`config.mk`:
```
export PLATFORM = sky130hd
export DESIGN_NAME = terminal_writer_flat
export DESIGN_NICKNAME = d
export VERILOG_FILES = /design/src/rtl/terminal_writer_if.sv /design/src/rtl/terminal_writer.sv /design/src/flat_wrapper.sv
export SDC_FILE = /design/constraint.sdc
export NUM_CORES = 1
export LEC_CHECK = 0
export ABC_AREA = 1
export CAP_MARGIN = 20
export CORE_ASPECT_RATIO = 0.7
export CORE_MARGIN = 1
export CORE_UTILIZATION = 40
export DETAILED_ROUTE_END_ITERATION = 10
export PLACE_DENSITY = 0.69
export SYNTH_ARGS = -nofsm -noshare
export SYNTH_HDL_FRONTEND = slang
export SYNTH_SLANG_ARGS = --single-unit
```
`constraint.sdc`:
```
create_clock -name clk -period 2.05 [get_ports clk]
set_input_delay 0.41 -clock clk [delete_from_list [all_inputs] [get_ports clk]]
set_output_delay 0.41 -clock clk [all_outputs]
set_load 0.02 [all_outputs]
```
`src/rtl/terminal_writer_if.sv`:
```
// rtl/terminal_writer_if.sv - character input and VRAM write channels of terminal_writer
interface terminal_writer_if;
    logic       character_ready;
    logic       character_valid;
    logic [7:0] character_byte;
    logic       write_ready;
    logic       write_valid;
    logic [4:0] write_row;
    logic [6:0] write_col;
    logic [7:0] write_byte;

    modport master (
        output character_ready,
        input  character_valid,
        input  character_byte,
        input  write_ready,
        output write_valid,
        output write_row,
        output write_col,
        output write_byte
    );

    modport slave (
        input  character_ready,
        output character_valid,
        output character_byte,
        output write_ready,
        input  write_valid,
        input  write_row,
        input  write_col,
        input  write_byte
    );
endinterface

```
`src/rtl/terminal_writer.sv`:
```
// rtl/terminal_writer.sv - character stream to VRAM writes with cursor and hardware scrolling
module terminal_writer #(
    parameter int ROWS = 30,
    parameter int COLS = 80
) (
    input  logic                 clk,
    input  logic                 reset_low,
    terminal_writer_if.master    bus,
    output logic [4:0]           top_row,
    output logic [4:0]           cursor_row,
    output logic [6:0]           cursor_col
);
    localparam logic [4:0] ROW_LAST = 5'(ROWS - 1);
    localparam logic [6:0] COL_LAST = 7'(COLS - 1);
    localparam logic [5:0] ROWS_W   = 6'(ROWS);
    localparam logic [7:0] SPACE    = 8'h20;

    typedef enum logic [1:0] {INIT, IDLE, WRITE, CLEAR} state_t;

    state_t     state, nxt_state;
    logic [4:0] top_q, nxt_top;
    logic [4:0] crow_q, nxt_crow;
    logic [6:0] ccol_q, nxt_ccol;
    logic [4:0] wrow_q, nxt_wrow;
    logic [6:0] wcol_q, nxt_wcol;
    logic [7:0] wbyte_q, nxt_wbyte;
    logic       adv_q, nxt_adv;
    logic       wvalid_q;

    logic       wr_acc;
    logic       do_nl;
    logic [5:0] phys_sum;
    logic [5:0] phys_wrap;
    logic [4:0] phys_row;

    always_ff @(posedge clk or negedge reset_low) begin
        if (!reset_low) begin
            state    <= INIT;
            top_q    <= '0;
            crow_q   <= '0;
            ccol_q   <= '0;
            wrow_q   <= '0;
            wcol_q   <= '0;
            wbyte_q  <= SPACE;
            adv_q    <= 1'b0;
            wvalid_q <= 1'b0;
        end else begin
            state    <= nxt_state;
            top_q    <= nxt_top;
            crow_q   <= nxt_crow;
            ccol_q   <= nxt_ccol;
            wrow_q   <= nxt_wrow;
            wcol_q   <= nxt_wcol;
            wbyte_q  <= nxt_wbyte;
            adv_q    <= nxt_adv;
            // registered so the INIT sweep starts only after reset is released
            wvalid_q <= (nxt_state != IDLE);
        end
    end

    always_comb begin
        phys_sum  = {1'b0, top_q} + {1'b0, crow_q};
        phys_wrap = phys_sum - ROWS_W;
        phys_row  = (phys_sum >= ROWS_W) ? phys_wrap[4:0] : phys_sum[4:0];
        wr_acc    = wvalid_q && bus.write_ready;

        nxt_state = state;
        nxt_top   = top_q;
        nxt_crow  = crow_q;
        nxt_ccol  = ccol_q;
        nxt_wrow  = wrow_q;
        nxt_wcol  = wcol_q;
        nxt_wbyte = wbyte_q;
        nxt_adv   = adv_q;
        do_nl     = 1'b0;

        case (state)
            INIT: begin
                if (wr_acc) begin
                    if (wcol_q == COL_LAST) begin
                        nxt_wcol = '0;
                        if (wrow_q == ROW_LAST) begin
                            nxt_wrow  = '0;
                            nxt_state = IDLE;
                        end else begin
                            nxt_wrow = wrow_q + 5'd1;
                        end
                    end else begin
                        nxt_wcol = wcol_q + 7'd1;
                    end
                end
            end
            IDLE: begin
                if (bus.character_valid) begin
                    if (bus.character_byte >= 8'h20 && bus.character_byte <= 8'h7E) begin
                        nxt_wrow  = phys_row;
                        nxt_wcol  = ccol_q;
                        nxt_wbyte = bus.character_byte;
                        nxt_adv   = 1'b1;
                        nxt_state = WRITE;
                    end else if (bus.character_byte == 8'h0D) begin
                        nxt_ccol = '0;
                    end else if (bus.character_byte == 8'h0A) begin
                        do_nl = 1'b1;
                    end else if (bus.character_byte == 8'h08 && ccol_q != 7'd0) begin
                        nxt_ccol  = ccol_q - 7'd1;
                        nxt_wrow  = phys_row;
                        nxt_wcol  = ccol_q - 7'd1;
                        nxt_wbyte = SPACE;
                        nxt_adv   = 1'b0;
                        nxt_state = WRITE;
                    end
                end
            end
            WRITE: begin
                if (wr_acc) begin
                    if (!adv_q) begin
                        nxt_state = IDLE;
                    end else if (ccol_q < COL_LAST) begin
                        nxt_ccol  = ccol_q + 7'd1;
                        nxt_state = IDLE;
                    end else begin
                        do_nl = 1'b1;
                    end
                end
            end
            CLEAR: begin
                if (wr_acc) begin
                    if (wcol_q == COL_LAST) begin
                        nxt_state = IDLE;
                    end else begin
                        nxt_wcol = wcol_q + 7'd1;
                    end
                end
            end
            default: nxt_state = INIT;
        endcase

        // the old top row becomes the new bottom row, so it is the one cleared
        if (do_nl) begin
            nxt_ccol = '0;
            if (crow_q < ROW_LAST) begin
                nxt_crow  = crow_q + 5'd1;
                nxt_state = IDLE;
            end else begin
                nxt_top   = (top_q == ROW_LAST) ? 5'd0 : top_q + 5'd1;
                nxt_wrow  = top_q;
                nxt_wcol  = '0;
                nxt_wbyte = SPACE;
                nxt_state = CLEAR;
            end
        end
    end

    always_comb begin
        bus.character_ready = (state == IDLE);
        bus.write_valid     = wvalid_q;
        bus.write_row       = wrow_q;
        bus.write_col       = wcol_q;
        bus.write_byte      = wbyte_q;
        top_row             = top_q;
        cursor_row          = crow_q;
        cursor_col          = ccol_q;
    end
endmodule
```
`src/flat_wrapper.sv`:
```
// flat-port wrapper written by rule: the top's interface ports become plain ports
module terminal_writer_flat 
#(
    parameter int ROWS = 30,
    parameter int COLS = 80
)
  (clk, reset_low, top_row, cursor_row, cursor_col, bus_character_ready, bus_character_valid, bus_character_byte, bus_write_ready, bus_write_valid, bus_write_row, bus_write_col, bus_write_byte);
  terminal_writer_if bus_i ();
  input  logic clk;
  input  logic reset_low;
  output logic [4:0] top_row;
  output logic [4:0] cursor_row;
  output logic [6:0] cursor_col;
  output wire logic [$bits(bus_i.character_ready)-1:0] bus_character_ready;
  input wire logic [$bits(bus_i.character_valid)-1:0] bus_character_valid;
  input wire logic [$bits(bus_i.character_byte)-1:0] bus_character_byte;
  input wire logic [$bits(bus_i.write_ready)-1:0] bus_write_ready;
  output wire logic [$bits(bus_i.write_valid)-1:0] bus_write_valid;
  output wire logic [$bits(bus_i.write_row)-1:0] bus_write_row;
  output wire logic [$bits(bus_i.write_col)-1:0] bus_write_col;
  output wire logic [$bits(bus_i.write_byte)-1:0] bus_write_byte;
  assign bus_character_ready = bus_i.character_ready;
  assign bus_i.character_valid = bus_character_valid;
  assign bus_i.character_byte = bus_character_byte;
  assign bus_i.write_ready = bus_write_ready;
  assign bus_write_valid = bus_i.write_valid;
  assign bus_write_row = bus_i.write_row;
  assign bus_write_col = bus_i.write_col;
  assign bus_write_byte = bus_i.write_byte;
  terminal_writer #(.ROWS(ROWS), .COLS(COLS)) u_core (.clk(clk), .reset_low(reset_low), .bus(bus_i), .top_row(top_row), .cursor_row(cursor_row), .cursor_col(cursor_col));
endmodule
```
==> results by group <==
Final layout
  – Synth-to-layout area growth: 40.7%
  – Antenna Diode Count: 0
  – Fillcell total: 805
  – Post-Layout Cell Count: ~750
  – Final Net Count: 659
  – Register Area: 1030 um^2
  – Share of post-route cells with drive strength above 1: 21.9%
  – Footprint of the multi-input gates: 2170 um^2

Place
  – Placed Cells incl. Taps: 735
  – Dpl hpwl: 8.13 mm
  – # port buffers: 50
  – Dpl ws: -0.203 ns
  – Routability congestion estimate: 0.990

Logic synthesis
  – Synth top cells by count: nand2_1 (112), inv_1 (78), nor2_1 (53)
  – Synth warn: 0
  – Post-Synthesis Cells: 504
  – Cell area after synthesis: 3500 um^2
  – Synth Flop Type: dfrtp_1
  – Post-synth top area cell: dfrtp_1
  – Most frequent cell after synthesis: nand2_1
  – Ranking of synthesized cells by area: dfrtp_1 (29%), nand2_1 (12%), inv_1 (8.4%), ha_1 (7.1%), nor2_1 (5.7%)
  – Async SR Flop Fraction: 100%
  – Seq cells post-synth: around 40
  – Sequential share of the synthesized area: 29.3%
  – Mean post-synth cell area: 6.95 um^2
  – Syn Nets: approximately 540
  – EDFF count, synth: 0
  – Distinct cell type count after synthesis: 43
  – Top cell type's share of synthesized area: 28.6%

STA
  – Fin crit share: 102%
  – RSZ-0062 raised after global routing: true
  – Setup_tns: -0.0382 ns
  – Worst Clk Skew: approximately 0.0095 ns
  – Final hold violations: 0
  – Final min period: 2.09 ns
  – Worst Setup Slack, final: -0.0382 ns
  – Worst-Margin Slew: 0.337 ns
  – Final setup viols: 1
  – Rel. slew slack: 77.3%
  – Max Slew Vio Count: 0
  – Achievable Freq: 0.479 GHz

Critical path
  – Crit. End Element: register
  – Largest stage delay, worst path: 0.41 ns
  – Largest fanout on the critical path: 3
  – Crit-path cells: ha_4, inv_2, fa_2, nand2_1, nand2_2, nor2_1, nand3_1, o21bai_2, nand2_1, nand2_1, nand2_1, nand2_1, nand3_2, nand2_1, inv_1
  – Crit-path slowest cell: dfrtp_2
  – CP arrival: 2.29 ns
  – Worst EP required: around 2.3 ns
  – Crit path kind: register to register
  – Most frequent cell on the critical path: nand2_1
  – Crit start category: register

Die
  – Die ar.: 9150 um^2
  – Starting density of the core: approximately two fifths
  – # rows: 28
  – Die Ht: 80.3 um
  – DIE WIDTH: 114 um
  – Area of the core: 8480 um^2
  – I/O pins: 51

GRT
  – First-pass GRT wire length: 17.0 mm
  – Largest net degree at the start of global routing: 42
  – Initial antenna violation count: 0
  – Gr ovfl total: 0
  – Global-route usage over all layers: 24.0%
  – Via count of the first global-routing pass: around 3600

Drt
  – Antenna viol nets, final: 0
  – Initial DRC Count: 225
  – Total number of vias: between 3000 and 4000
  – First-pass DRT Iterations: 4
  – Vias per inst: roughly 5.0
  – Detailed Route WL: 10.5 mm
  – Drt wl/cell: 14.0 um
  – DRC violations left: 0

Clocking
  – Hold_buf cts: 0
  – Clock latency at the later pin of the worst-skew pair: 0.30 ns
  – CTS tree: built
  – Clock root buffer: clkbuf_16
  – TritonCTS Buffers: 5
  – Clock sink count: 41
  – Register clock-pin slew on the reported worst setup and hold paths: 0.07 ns
  – CTS Buffer Depth: 2
  – CTS HTree Levels: 2

Outcome
  – Failing checks: setup timing
  – Status: finished with violations

Power and ir drop
  – VDD IR max: 0.000742 V
  – P_leak: 2.47 nW
  – PwrDens: 1160 nW/um^2

Hold path
  – Worst Hold Class: primary input to asynchronous set/reset pin

Run
  – Max Cap Viol: 0
cells in the final DEF, fill, tap and decap left out, types with 2 or more instances in the layout:
cell type        netlist  routed
ha_2                   0       3
nor2_1                53      51
buf_12                 0       2
clkdlybuf4s50_1        0      48
buf_4                  0      72
nor2_2                 5       6
o21ai_0               39      37
o21ai_1                6       8
o211ai_1               5       5
a31oi_1                3       3
nand3_2                3       6
a21oi_2                1       3
clkbuf_16              0       5
nor2_4                 2       3
a21oi_1               21      19
xnor2_1                4       4
nor3_1                 7       7
dfrtp_2                0       6
nand3_1               36      33
nand4_1                6       6
o31ai_1                5       5
inv_2                  2       3
ha_4                   0       2
nand4_4                2       2
nand2_2                7       8
nand3_4                2       2
dfrtp_1               40      34
nand2_1              112     111
inv_1                 78      77
a211oi_1               3       3
ha_1                  20      15
bufinv_16              0       2
xor2_1                17      17
worst paths after layout:
kind                                               startpoint                            endpoint  slack [ns]  cells after the start
setup reg to reg                u_core.top_row[0]$_DFFE_PN0P_   u_core.bus.write_row[1]$_DFF_PN0_       -0.04                     15
hold / removal                                      reset_low   u_core.bus.write_row[1]$_DFF_PN0_        0.09                      2
hold reg to reg            u_core.bus.write_byte[7]$_DFF_PN0_  u_core.bus.write_byte[7]$_DFF_PN0_        0.52                      2
min in group clk           u_core.bus.write_byte[7]$_DFF_PN0_  u_core.bus.write_byte[7]$_DFF_PN0_        0.52                      2
max in group asynchronous                           reset_low  u_core.bus.write_byte[5]$_DFF_PN1_        1.70                      2
setup / recovery                u_core.top_row[0]$_DFFE_PN0P_   u_core.bus.write_row[1]$_DFF_PN0_       -0.04                     15
registers in the layout, summed over array words and instances (netlist names):
register                count
u_core.adv_q                1
u_core.bus.write_byte       8
u_core.bus.write_col        7
u_core.bus.write_row        5
u_core.bus.write_valid      1
u_core.cursor_col           7
u_core.cursor_row           5
u_core.state                2
u_core.top_row              5
cell families after synthesis:
| group | count (synthesis) | synth area share [%] |
|---|---|---|
| compound gates | 88 | 14.2 |
| xor+xnor | 21 | 5.25 |
| fa+ha+maj | 21 | 7.71 |
| buf+inv | 91 | 10.9 |
| flops | 41 | 29.3 |
| simple gates | 242 | 32.6 |
timing repair:
action                     4_1_cts  5_1_grt
resized for setup                3       20
setup endpoints to repair        5       22
buffers inserted                 1        3
pin swaps                        1       13
report_power, final:
| part | internal [W] | leakage [nW] | switching, W |
|---|---|---|---|
| sequential | 0.00111 | 0.500 | 0.000315 |
| combinational | 0.00137 | 1.88 | 0.00186 |
| clock | 0.000696 | 0.0938 | 0.000349 |
stage by stage:
stage | utilization, % | instance area [um^2] | total power (W) | hold WS [ns]
2_1_floorplan | - | 3520 | 0.00326 | 0.114
3_3_place_gp | 54.8 | 4640 | 0.00449 | 0.408
3_5_place_dp | 54.8 | 4640 | 0.00452 | 0.405
4_1_cts | 57.2 | 4850 | 0.00558 | 0.0953
5_1_grt | 58.2 | 4930 | 0.00611 | 0.116
6_report | 58.2 | 4930 | 0.00570 | 0.0876
final cells by class:
cell class / count / share of cell area (%)
Sequential cell: 41 / 21.0
Clock inverter: 3 / 1.32
Clock buffer: 5 / 2.54
Tap cell: 120 / 3.04
Multi-Input combinational cell: 372 / 44.0
Timing Repair Buffer: 124 / 21.8
Inverter: 82 / 6.32
worst max-delay path, delay by kind of cell, from the launching register on:
family | cells | cell delay, ns
compound gates | 1 | 0.20
fa+ha+maj | 2 | 0.53
buf+inv | 2 | 0.07
flops | 1 | 0.41
simple gates | 10 | 0.77
per-layer routing:
layer / global-route usage, % / routed length (um) / up-vias
met4: 7.14 / 125 / 0
met3: 5.28 / 794 / 10
met5: 0 / 0 / -
li1: - / - / 1874
met2: 34.1 / 4240 / 141
met1: 35.7 / 5310 / 1739
Power figures use the tool's default switching activity.
